File: src/rtl/activation_backprop_if.sv
// Handshake bundle for activation_backprop: forward-sum push, error pop,
// delta output and status.
interface activation_backprop_if #(
    parameter int DATA_W = 16,
    parameter int DEPTH  = 8
);
    localparam int CNT_W = $clog2(DEPTH) + 1;

    logic              flush;
    logic [1:0]        act_sel;
    logic              fwd_valid;
    logic              fwd_ready;
    logic [DATA_W-1:0] fwd_sum;
    logic              err_valid;
    logic              err_ready;
    logic [DATA_W-1:0] err_in;
    logic              delta_valid;
    logic              delta_ready;
    logic [DATA_W-1:0] delta_out;
    logic [CNT_W-1:0]  count;
    logic              cfg_err;

    modport master (
        output flush, act_sel, fwd_valid, fwd_sum, err_valid, err_in, delta_ready,
        input  fwd_ready, err_ready, delta_valid, delta_out, count, cfg_err
    );

    modport slave (
        input  flush, act_sel, fwd_valid, fwd_sum, err_valid, err_in, delta_ready,
        output fwd_ready, err_ready, delta_valid, delta_out, count, cfg_err
    );
endinterface

File: src/rtl/activation_backprop.sv
// Backward-pass local-gradient stage: buffers forward sums, pairs each error with
// its sum in order. Optional macro LEAKY_RELU_EN enables Leaky ReLU on act_sel = 3.
module activation_backprop #(
    parameter int DATA_W     = 16,
    parameter int FRAC_W     = 8,
    parameter int DEPTH      = 8,
    parameter int LEAK_SHIFT = 3
) (
    input logic                  clk,
    input logic                  rst_n,
    activation_backprop_if.slave bus
);
    localparam int PTR_W = $clog2(DEPTH);
    localparam int CNT_W = PTR_W + 1;
    localparam logic [CNT_W-1:0]         FULL_C    = CNT_W'(DEPTH);
    localparam logic [CNT_W-1:0]         CNT_ONE_C = CNT_W'(1);
    localparam logic [PTR_W-1:0]         PTR_ONE_C = PTR_W'(1);
    localparam logic signed [DATA_W-1:0] ZERO_C    = DATA_W'(32'sd0);
    localparam logic signed [DATA_W-1:0] ONE_C     = DATA_W'(32'sd1 <<< FRAC_W);
    localparam logic signed [DATA_W-1:0] NEG_ONE_C = -ONE_C;

    logic [DATA_W-1:0] mem_r [DEPTH];
    logic [PTR_W-1:0]  wr_ptr_r;
    logic [PTR_W-1:0]  rd_ptr_r;
    logic [CNT_W-1:0]  count_r;
    logic              delta_valid_r;
    logic [DATA_W-1:0] delta_out_r;
    logic              cfg_err_r;

    logic              fwd_ready_s;
    logic              err_ready_s;
    logic              push_s;
    logic              pop_s;
    logic [DATA_W-1:0] rd_sum_s;
    logic [DATA_W-1:0] grad_s;

    // Local gradient err * f'(sum); every derivative is 0, 1 or a power-of-two slope.
    function automatic logic [DATA_W-1:0] grad_f(
        input logic [1:0]               sel,
        input logic signed [DATA_W-1:0] s,
        input logic signed [DATA_W-1:0] e
    );
        logic [DATA_W-1:0] d;
        case (sel)
            2'd0:    d = e;
            2'd1:    d = ((s >= NEG_ONE_C) && (s <= ONE_C)) ? e : '0;
            2'd2:    d = (s > ZERO_C) ? e : '0;
`ifdef LEAKY_RELU_EN
            2'd3:    d = (s > ZERO_C) ? e : (e >>> LEAK_SHIFT);
`else
            2'd3:    d = '0;
`endif
            default: d = '0;
        endcase
        return d;
    endfunction

`ifndef LEAKY_RELU_EN
    logic unused_leak_s;
    assign unused_leak_s = (LEAK_SHIFT > 0);
`endif

    // Handshake qualification from registered count and the output-stage state
    always_comb begin
        fwd_ready_s = (count_r != FULL_C);
        err_ready_s = (count_r != '0) && (!delta_valid_r || bus.delta_ready);
        push_s      = bus.fwd_valid && fwd_ready_s;
        pop_s       = bus.err_valid && err_ready_s;
        rd_sum_s    = mem_r[rd_ptr_r];
        grad_s      = grad_f(bus.act_sel, rd_sum_s, bus.err_in);
    end

    // Sum storage; stale entries after a flush are never read because count gates pops
    always_ff @(posedge clk or negedge rst_n) begin
        if (!rst_n) begin
            for (int i = 0; i < DEPTH; i++) begin
                mem_r[i] <= '0;
            end
        end else if (push_s && !bus.flush) begin
            mem_r[wr_ptr_r] <= bus.fwd_sum;
        end
    end

    // Pointers, occupancy and the registered delta output stage
    always_ff @(posedge clk or negedge rst_n) begin
        if (!rst_n) begin
            wr_ptr_r      <= '0;
            rd_ptr_r      <= '0;
            count_r       <= '0;
            delta_valid_r <= 1'b0;
            delta_out_r   <= '0;
        end else if (bus.flush) begin
            wr_ptr_r      <= '0;
            rd_ptr_r      <= '0;
            count_r       <= '0;
            delta_valid_r <= 1'b0;
            delta_out_r   <= '0;
        end else begin
            if (push_s) begin
                wr_ptr_r <= wr_ptr_r + PTR_ONE_C;
            end
            if (pop_s) begin
                rd_ptr_r <= rd_ptr_r + PTR_ONE_C;
            end
            case ({push_s, pop_s})
                2'b10:   count_r <= count_r + CNT_ONE_C;
                2'b01:   count_r <= count_r - CNT_ONE_C;
                default: count_r <= count_r;
            endcase
            // A pop with delta_ready high overwrites the consumed result without a bubble
            if (pop_s) begin
                delta_out_r   <= grad_s;
                delta_valid_r <= 1'b1;
            end else if (bus.delta_ready) begin
                delta_valid_r <= 1'b0;
            end
        end
    end

    // Sticky configuration error, cleared only by rst_n
    always_ff @(posedge clk or negedge rst_n) begin
        if (!rst_n) begin
            cfg_err_r <= 1'b0;
        end else begin
`ifdef LEAKY_RELU_EN
            cfg_err_r <= cfg_err_r;
`else
            if (pop_s && !bus.flush && (bus.act_sel == 2'd3)) begin
                cfg_err_r <= 1'b1;
            end
`endif
        end
    end

    assign bus.fwd_ready   = fwd_ready_s;
    assign bus.err_ready   = err_ready_s;
    assign bus.delta_valid = delta_valid_r;
    assign bus.delta_out   = delta_out_r;
    assign bus.count       = count_r;
    assign bus.cfg_err     = cfg_err_r;
endmodule

File: src/flat_wrapper.sv
// flat-port wrapper written by rule: the top's interface ports become plain ports
module activation_backprop_flat 
#(
    parameter int DATA_W     = 16,
    parameter int FRAC_W     = 8,
    parameter int DEPTH      = 8,
    parameter int LEAK_SHIFT = 3
)
  (clk, rst_n, bus_flush, bus_act_sel, bus_fwd_valid, bus_fwd_sum, bus_err_valid, bus_err_in, bus_delta_ready, bus_fwd_ready, bus_err_ready, bus_delta_valid, bus_delta_out, bus_count, bus_cfg_err);
  activation_backprop_if #(.DATA_W(DATA_W), .DEPTH(DEPTH)) bus_i ();
  input logic clk;
  input logic rst_n;
  input wire logic [$bits(bus_i.flush)-1:0] bus_flush;
  input wire logic [$bits(bus_i.act_sel)-1:0] bus_act_sel;
  input wire logic [$bits(bus_i.fwd_valid)-1:0] bus_fwd_valid;
  input wire logic [$bits(bus_i.fwd_sum)-1:0] bus_fwd_sum;
  input wire logic [$bits(bus_i.err_valid)-1:0] bus_err_valid;
  input wire logic [$bits(bus_i.err_in)-1:0] bus_err_in;
  input wire logic [$bits(bus_i.delta_ready)-1:0] bus_delta_ready;
  output wire logic [$bits(bus_i.fwd_ready)-1:0] bus_fwd_ready;
  output wire logic [$bits(bus_i.err_ready)-1:0] bus_err_ready;
  output wire logic [$bits(bus_i.delta_valid)-1:0] bus_delta_valid;
  output wire logic [$bits(bus_i.delta_out)-1:0] bus_delta_out;
  output wire logic [$bits(bus_i.count)-1:0] bus_count;
  output wire logic [$bits(bus_i.cfg_err)-1:0] bus_cfg_err;
  assign bus_i.flush = bus_flush;
  assign bus_i.act_sel = bus_act_sel;
  assign bus_i.fwd_valid = bus_fwd_valid;
  assign bus_i.fwd_sum = bus_fwd_sum;
  assign bus_i.err_valid = bus_err_valid;
  assign bus_i.err_in = bus_err_in;
  assign bus_i.delta_ready = bus_delta_ready;
  assign bus_fwd_ready = bus_i.fwd_ready;
  assign bus_err_ready = bus_i.err_ready;
  assign bus_delta_valid = bus_i.delta_valid;
  assign bus_delta_out = bus_i.delta_out;
  assign bus_count = bus_i.count;
  assign bus_cfg_err = bus_i.cfg_err;
  activation_backprop #(.DATA_W(DATA_W), .FRAC_W(FRAC_W), .DEPTH(DEPTH), .LEAK_SHIFT(LEAK_SHIFT)) u_core (.clk(clk), .rst_n(rst_n), .bus(bus_i));
endmodule
File: config.mk
export PLATFORM = sky130hd
export DESIGN_NAME = activation_backprop_flat
export DESIGN_NICKNAME = d
export VERILOG_FILES = /design/src/rtl/activation_backprop_if.sv /design/src/rtl/activation_backprop.sv /design/src/flat_wrapper.sv
export SDC_FILE = /design/constraint.sdc
export NUM_CORES = 1
export LEC_CHECK = 0
export BUFFER_PORTS_ARGS = -buffer_cell sky130_fd_sc_hd__buf_2
export CAP_MARGIN = 20
export CORE_MARGIN = 4
export CORE_UTILIZATION = 25
export CTS_CLUSTER_SIZE = 8
export DETAILED_ROUTE_END_ITERATION = 10
export GPL_TIMING_DRIVEN = 0
export SKIP_CTS_REPAIR_TIMING = 1
export SYNTH_ARGS = -nofsm -noshare
export SYNTH_HDL_FRONTEND = slang
export SYNTH_SLANG_ARGS = --single-unit
File: constraint.sdc
create_clock -name clk -period 4 [get_ports clk]
set_clock_uncertainty 0.1 [all_clocks]
set_input_delay 0.2 -clock clk [delete_from_list [all_inputs] [get_ports clk]]
set_output_delay 0.2 -clock clk [all_outputs]
set_load 0.005 [all_outputs]
* After elaboration in Yosys (flattened, before gate mapping) *
Cells that the tools add are included.

word-level totals
  register bits = 156
  input bits = 40
  word-level logic and storage cells = 69

cells by class
  add/subtract/negate cells = 4
  order comparisons = 6
  equal/unequal tests = 6
  multiplexer cells = 20
  bitwise operators = 2
  reduce and logical (&&, ||, !) cells = 17

operators by type and width
  cell                    number
  $bwmux W128             1
  $mux W16                7
  $pmux W16 S4            1
  $bmux W16 S3            1
  $demux W16 S3           1
  $ge A16 B9 Y1 const B   1
  $gt A16 B1 Y1 const B   1
  $le A16 B10 Y1 const B  1
  $mux W3                 4
  $ge A4 B4 Y1 const B    2
  $logic_and A1 B1 Y1     8
  $not A3 Y4              2
  $pmux W4 S2             1
  $add A3 B1 Y3 const B   2
  $eq A2 B2 Y1 const B    3
  $reduce_bool A3 Y1      2
  $add A4 B1 Y4 const B   1
  $eq A2 B1 Y1 const B    2
  $lt A4 B1 Y1 const B    1
  $mux W4                 1
  $ne A4 B4 Y1 const B    1
  $reduce_bool A2 Y1      2
  $reduce_bool A4 Y1      1
  $sub A4 B1 Y4 const B   1
  4 further kinds         7

* Longest topological paths before layout *
Gate-level depths: netlist of the first run.

  depth after elaboration = 10
  gate-level depth with buffers = 11
  gate-level depth less buffers = 11

* Least setup slack after synthesis of the first run *
OpenSTA, ideal clock, no wires.

  kind = reg-to-reg
  start point = register u_core.rd_ptr_r[0]
  end point = register u_core.delta_out_r[10] (netlist: u_core.bus.delta_out[10])
  setup time = 0.121 ns
  data arrival time = 2.331 ns
  slack = 1.448 ns
  cell stages (with the launch flop) = 10
  period minus slack after synthesis = 2.552 ns
  cells stage by stage = dfrtp_1 buf_6 mux4_1 mux2i_1 and4_1 nand3_2 a2111o_1 buf_6 nand4_1 nand2_1

on the way
  cells in the longest elaborated chain, start to end = 10

ends and longest elaborated chain
  what                                                    RTL line                    source
  start, declared                                         activation_backprop.sv:24   logic [PTR_W-1:0] rd_ptr_r;
  start signal, assigned                                  activation_backprop.sv:103  rd_ptr_r <= rd_ptr_r + PTR_ONE_C;
  $not A3 Y4 (not written as such) (*)                    activation_backprop.sv:69   rd_sum_s = mem_r[rd_ptr_r];
  $bmux W16 S3 (*)                                        activation_backprop.sv:69
  $mux W16 (not written as such) (*) (2 in a row)         activation_backprop.sv:69
  $ge A16 B9 Y1 / $le A16 B10 Y1 (equally long branches)  activation_backprop.sv:46   2'd1: d = ((s >= NEG_ONE_C) && (s <= ONE_C)) ? e : '0;
  $logic_and A1 B1 Y1                                     activation_backprop.sv:46
  $mux W16                                                activation_backprop.sv:46
  $pmux W16 S4 (*)                                        activation_backprop.sv:44   case (sel)
  $mux W16 (*)                                            activation_backprop.sv:111  if (pop_s) begin
  $mux W16 (*)                                            activation_backprop.sv:92   end else if (bus.flush) begin
  end signal, assigned                                    activation_backprop.sv:112  delta_out_r <= grad_s;
  end, declared                                           activation_backprop.sv:27   logic [DATA_W-1:0] delta_out_r;

Every way passes the cells marked *; elsewhere a longest branch is shown, timed or not. The select of a mux whose other input is x is not followed.
A chain may end at the register's enable or synchronous reset.

* Final worst setup path of the first run *
  start point = register u_core.rd_ptr_r[0]
  end point = register u_core.delta_out_r[2] (netlist: u_core.bus.delta_out[2])

Same word-level chain as after synthesis.

==> flow_summary_export.csv, run 1 <==
group,metric,value,unit
pwr,powerDensity,613,mW/mm^2
sta,hold_slack,0.0143,ns
detailed_routing,viasPerCell,4.60,
setup_path,cp_slowest_stage_delay,0.56,ns
sta,worst_slew_pin_slew,1.01,ns
setup_path,crit_buf_inv,2,
pwr,worst_ir_drop_vdd,0.330,mV
synthesis,synthCells,511,
sta,slew_violations,0,
synthesis,syn_area_per_cell,13.8,sq um
setup_path,crit_arrival,3.28,ns
grt,grt-ovfl-total,0,
sta,rsz0062_at_grt,"no",
clocking,cts_tree,"built",
layout,mostFrequentLayoutCells,"dfrtp_1, mux2_2, buf_2",
detailed_routing,drtPass1Iterations,5,
place,gp_congestion,0.730,
die,ios,64,
flow_run,maxCapViolations,0,
detailed_routing,wl,17000,um
layout,syn_to_final_growth,20.9,%
setup_path,regToRegSetupSlack,0.93,ns
layout,fill_cells,2822,
setup_path,crit_cells,9,
sta,post-route-min-period,3.07,ns
layout,seqCellArea,0.00390,sq mm
detailed_routing,wl_met3,706,um
setup_path,path_cells,"buf_6 > mux4_1 > mux2i_1 > and4_1 > nand3_2 > a2111o_1 > buf_6 > nand4_1 > nand2_1",
outcome,status,"finished, final reports clean",
die,fp-row-count,61,
synthesis,synth_top_area_share,55.3,%
clocking,numCtsBuffers,17,
synthesis,ys_types,39,
detailed_routing,drtIter0Drc,183,
sta,setup_viol_count_final,0,
synthesis,synth_nets,556,
worst_hold_path,hold_depth,2,
layout,mostFrequentLayoutCell,"dfrtp_1",
synthesis,synth.area.top_cells,"dfrtp_1, mux2_2, mux4_1",
grt,antenna_found_initial,3,
grt,first_global_vias,4696,
die,coreArea,0.0278,sq mm
sta,max_freq,325,MHz
setup_path,criticalPathCategory,"reg -> reg",
detailed_routing,wl_per_cell,17.2,um
setup_path,cp_max_fo,10,
setup_path,cp_slowest_cell,"mux4_1",
synthesis,synth-seq-cells,156,
clocking,htreeDepth,4,
die,initial_core_util,25.4,%
layout,multiInputGateArea,0.00299,sq mm
sta,slew_headroom,32.1,%
place,dp_hpwl,11500,um
detailed_routing,top_layer,"met5",
clocking,clockBufferDepth,2,
setup_path,crit_top_cell,"buf_6",
setup_path,setup.worst_path.end_class,"register",
place,place_inst,952,
grt,grt_pass1_wl,27300,um
layout,layout-drive-gt1-share,39.6,%
setup_path,r2r_cells,9,
synthesis,synth_area_leader_cell,"dfrtp_1",
setup_path,required,4.21,ns
grt,grt_max_degree,96,
layout,num-nets-final,640,
grt,grtUsageTotal,11.4,%
detailed_routing,ant_nets,0,
setup_path,setup.worst_path.start_class,"register",
pwr,p_leak,4.03,nW
clocking,clk_latency,0.42,ns
die,fp.dieW,176,um
setup_path,crit_family,"multiplexers",
place,io_buffers,62,
clocking,cts_sinks,156,
sta,period_share,76.8,%
detailed_routing,drc_errors,0,
sta,timing.final.hold_violations,0,
sta,tns,0,ns
clocking,clockRootBuffer,"clkbuf_16",
synthesis,yosysSeqAreaShare,55.3,%
die,dieArea,0.0310,sq mm
detailed_routing,wl_met2,7940,um
clocking,clk_pin_slew,0.06,ns
detailed_routing,num_vias,4522,
detailed_routing,wl_met1,7980,um
synthesis,syn_area,0.00705,sq mm
layout,final_cells,984,
synthesis,yosys_warnings,0,
layout,antenna_cells,0,
worst_hold_path,hp-class,"in -> reg",
die,die_h,176,um
synth_stat cells:
library cell    n
a41o_1          1
and4_1          1
dfrtp_1       156
o31ai_4         1
a32oi_1        16
mux2_2        129
nand3b_1        2
nor4_2          1
nor3b_2         2
a21oi_1         6
a21o_1          1
buf_2           5
nor2_1         13
nand3_2         1
and3_1         16
nand2b_1        1
a21boi_0        1
inv_1           5
mux4_1         10
fa_1            1
nand3_1         8
and2_1          2
mux2i_1         8
nor4b_1         1
xor2_1          2
nor4_1         18
nand4_1        18
mux4_2          6
a21oi_2         1
ha_1            4
xnor2_1         5
nor2b_1         2
nor3_1          3
clkbuf_1       21
nand4b_1        1
nand2_1        37
a211oi_1        1
buf_6           3
a2111o_1        1
path summary, 6_finish.rpt:
path	startpoint	end
min in group asynchronous	rst_n	u_core.mem_r[56]
max reg2reg	u_core.rd_ptr_r[0]	u_core.bus.delta_out[2]
min	bus_fwd_sum[14]	u_core.mem_r[78]
max in group asynchronous	rst_n	u_core.mem_r[4]
max	u_core.rd_ptr_r[0]	u_core.bus.delta_out[2]
min reg2reg	u_core.bus.cfg_err	u_core.bus.cfg_err
area by class of cell:
cell class                      instances  area share (%)
Buffer                                 29            1.61
Clock buffer                           24            5.88
Clock inverter                          6            1.55
Inverter                                5           0.220
Multi-Input combinational cell        321            35.1
Sequential cell                       156            45.8
Tap cell                              378            5.54
Timing Repair Buffer                   65            4.31
per-layer routing:
layer | global-route usage (%) | vias up
li1 | - | 2092
met1 | 15.3 | 2302
met2 | 17.9 | 95
met3 | 3.06 | 27
met4 | 3.51 | 6
met5 | 0 | -
worst register-to-register path, cell delays in order (launching register included):
cell and delay, ns:
dfrtp_1 0.50, buf_6 0.24, mux4_1 0.56, mux2i_1 0.31, and4_1 0.27, nand3_2 0.11, a2111o_1 0.52, buf_6 0.21
nand4_1 0.08, nand2_1 0.06
state kept, by name, indices dropped and copies added, names as in the netlist:
name / flops
u_core.mem_r: 128
u_core.bus.cfg_err: 1
u_core.bus.delta_valid: 1
u_core.rd_ptr_r: 3
u_core.wr_ptr_r: 3
u_core.bus.delta_out: 16
u_core.bus.count: 4
where the power goes:
group	switching [mW]	internal (mW)	leakage (nW)
Sequential	0.217	1.98	2.07
Combinational	0.639	0.651	1.65
Clock	0.621	1.12	0.308
logic make-up after synthesis:
kind of cell	synth area share (%)
XOR/XNOR	0.869
adder cells (fa/ha/maj)	0.993
flip-flops	55.3
AND/OR/NAND/NOR	9.76
AO/OA/AOI/OAI	3.46
buffers and inverters	2.22
multiplexers	27.4
through the flow:
step	power (mW)	util, %	cell area (sq um)	setup slack, ns
after floorplan	3.09	-	7050	1.45
after global routing	5.54	30.7	8530	0.797
final	5.23	30.7	8530	0.927
after detailed placement	3.52	28.3	7880	0.954
after global placement	3.48	28.2	7840	0.165
after CTS	5.28	30.6	8510	0.928
No activity file was read; power rests on OpenSTA's default activity.
==> inputs of run 2 (changes only) <==
Clock period 4 ns to 2.5 ns, I/O delays scaled along.
==> run 2 against run 1 <==
- the flow now finishes with violations (negative hold slack, negative setup slack)
- final area is 4.9% higher
- cell count is 4.4% higher
- maximum frequency up 13%
- sequential cell count did not move
- utilization grew 1.5 points
- register-to-register slack lost 1.2 ns
- critical path depth is the same
- combinational power grew 74%
- non-clock buffer count rose by 40
- global-route usage fell by 0.34 points
- sequential share of layout area is 2.1 points lower
- largest cell class unchanged
- highest routed layer is now met4
==> flow_summary_export.csv, run 2 (synthesized netlist as in run 1, its figures left out) <==
group,metric,value,unit
outcome,status,"complete, but fails checks",
outcome,violations,"negative hold slack, negative setup slack",
sta,worst_slew_pin_slew,0.562,ns
pwr,powerDensity,942,mW/mm^2
sta,period_share,109,%
setup_path,cp_slowest_cell,"mux4_1",
grt,grt_pass1_wl,26600,um
grt,grt-ovfl-total,0,
detailed_routing,wl_per_cell,16.5,um
die,fp-row-count,61,
die,initial_core_util,25.4,%
die,dieArea,0.0310,sq mm
setup_path,path_cells,"buf_12 > mux4_1 > mux2i_1 > and4_1 > nand3_2 > a2111o_1 > buf_4 > nand4_1 > nand2_1",
detailed_routing,drc_errors,0,
layout,largest_reg_flops,128,
die,fp.dieW,176,um
setup_path,setup.worst_path.end_class,"register",
layout,regMostFlops,"u_core.mem_r",
detailed_routing,ant_nets,0,
grt,busiest_layer,"met2",
setup_path,cp_slowest_stage_delay,0.58,ns
place,post-place-ws,-0.474,ns
setup_path,setup.worst_path.start_class,"register",
detailed_routing,drtPass1Iterations,4,
place,gp_congestion,0.740,
place,io_buffers,62,
place,placedInstanceArea,0.00788,sq mm
setup_path,criticalPathCategory,"reg -> reg",
grt,grt_max_degree,87,
layout,layout-drive-gt1-share,44.8,%
sta,hold_slack,-0.0227,ns
layout,num-nets-final,680,
detailed_routing,drtIter0Drc,222,
clocking,cts_tree,"built",
grt,met2_usage,17.2,%
layout,syn_to_final_growth,26.9,%
detailed_routing,wl,17000,um
clocking,cts_sinks,156,
sta,timing.final.hold_violations,13,
clocking,clk_pin_slew,0.06,ns
die,die_h,176,um
flow_run,maxCapViolations,0,
grt,first_global_vias,4648,
layout,fill_cells,2812,
grt,grtUsageTotal,11.0,%
sta,slew_headroom,62.5,%
sta,slew_violations,0,
clocking,clockRootBuffer,"clkbuf_16",
grt,antenna_found_initial,2,
grt,grtUsageMet3,3.13,%
pwr,p_leak,4.23,nW
clocking,numCtsBuffers,17,
layout,mostFrequentLayoutCell,"dfrtp_1",
die,ios,64,
clocking,htreeDepth,4,
place,dp_hpwl,11400,um
layout,fin_util,32.2,%
sta,rsz0062_at_grt,"yes",
pwr,worst_ir_drop_vdd,0.530,mV
setup_path,crit_buf_inv,2,
die,coreArea,0.0278,sq mm
detailed_routing,num_vias,4644,
clocking,clockBufferDepth,2,
grt,use_met1,15.0,%
sta,setup_viol_count_final,16,
sta,max_freq,367,MHz
layout,mostFrequentLayoutCells,"dfrtp_1, mux2_2, buf_2",
worst_hold_path,hp-class,"in -> reg",
setup_path,required,2.70,ns
setup_path,crit_arrival,2.93,ns
setup_path,cp_max_fo,10,
sta,post-route-min-period,2.72,ns
clocking,clk_latency,0.42,ns
detailed_routing,viasPerCell,4.52,
setup_path,crit_family,"multiplexers",
layout,final_area,0.00895,sq mm
sta,setup_slack,-0.224,ns
==> run 2: cell count changes in the layout (fill, tap and decap cells not counted), moves of 8 or more <==
cell           change
buf_4             +28
clkbuf_4           +8
dlygate4sd3_1     +14
clkbuf_1           -8
==> run 2: worst reg2reg max path: stages (launching register included) <==
cell	delay [ns]
dfrtp_2	0.42
buf_12	0.17
mux4_1	0.59
mux2i_1	0.22
and4_1	0.25
nand3_2	0.12
a2111o_1	0.44
buf_4	0.18
nand4_1	0.08
nand2_1	0.05
==> run 2: cell type report <==
class	count	area (sq um)	share of cell area, %
clock buffers	25	505	5.65
clock inverters	6	108	1.20
flip-flops and latches	156	3910	43.7
diodes	2	5.00	0.0559
inverters	5	18.8	0.210
plain buffers	29	183	2.04
multi-input cells	321	3050	34.0
repair buffers	105	703	7.86
well taps	378	473	5.28
==> run 2: through the flow <==
stage | total power [mW] | instances | setup TNS (ns)
after floorplan | 4.94 | 511 | 0
after global placement | 5.57 | 951 | -226.34
after detailed placement | 5.63 | 952 | -32.11
after CTS | 8.32 | 983 | -33.35
after global routing | 8.92 | 1027 | -5.30
final | 8.43 | 1027 | -3.43
==> run 2: worst paths after layout <==
check | start | to | slack [ns] | cells after the start
setup / recovery | u_core.rd_ptr_r[0] | u_core.bus.delta_out[6] | -0.22 | 9
hold / removal | bus_fwd_sum[7] | u_core.mem_r[23] | -0.02 | 2
setup reg to reg | u_core.rd_ptr_r[0] | u_core.bus.delta_out[6] | -0.22 | 9
hold reg to reg | u_core.mem_r[107] | u_core.mem_r[107] | 0.39 | 1
max in group asynchronous | rst_n | u_core.bus.count[0] | 1.28 | 3
min in group asynchronous | rst_n | u_core.mem_r[88] | 0.17 | 2
==> run 2: report_power, final <==
| part | internal [mW] | leakage (nW) | switching (mW) |
|---|---|---|---|
| Sequential | 3.18 | 2.07 | 0.355 |
| Combinational | 1.17 | 1.86 | 1.07 |
| Clock | 1.70 | 0.299 | 0.970 |
| Total | 6.04 | 4.23 | 2.39 |
==> run 2: routing by layer <==
metal | part of all wire [%] | up-vias
met5 | 0 | -
met4 | 1.2 | 0
met3 | 3.4 | 18
met2 | 47 | 82
met1 | 48 | 2365
li1 | - | 2179
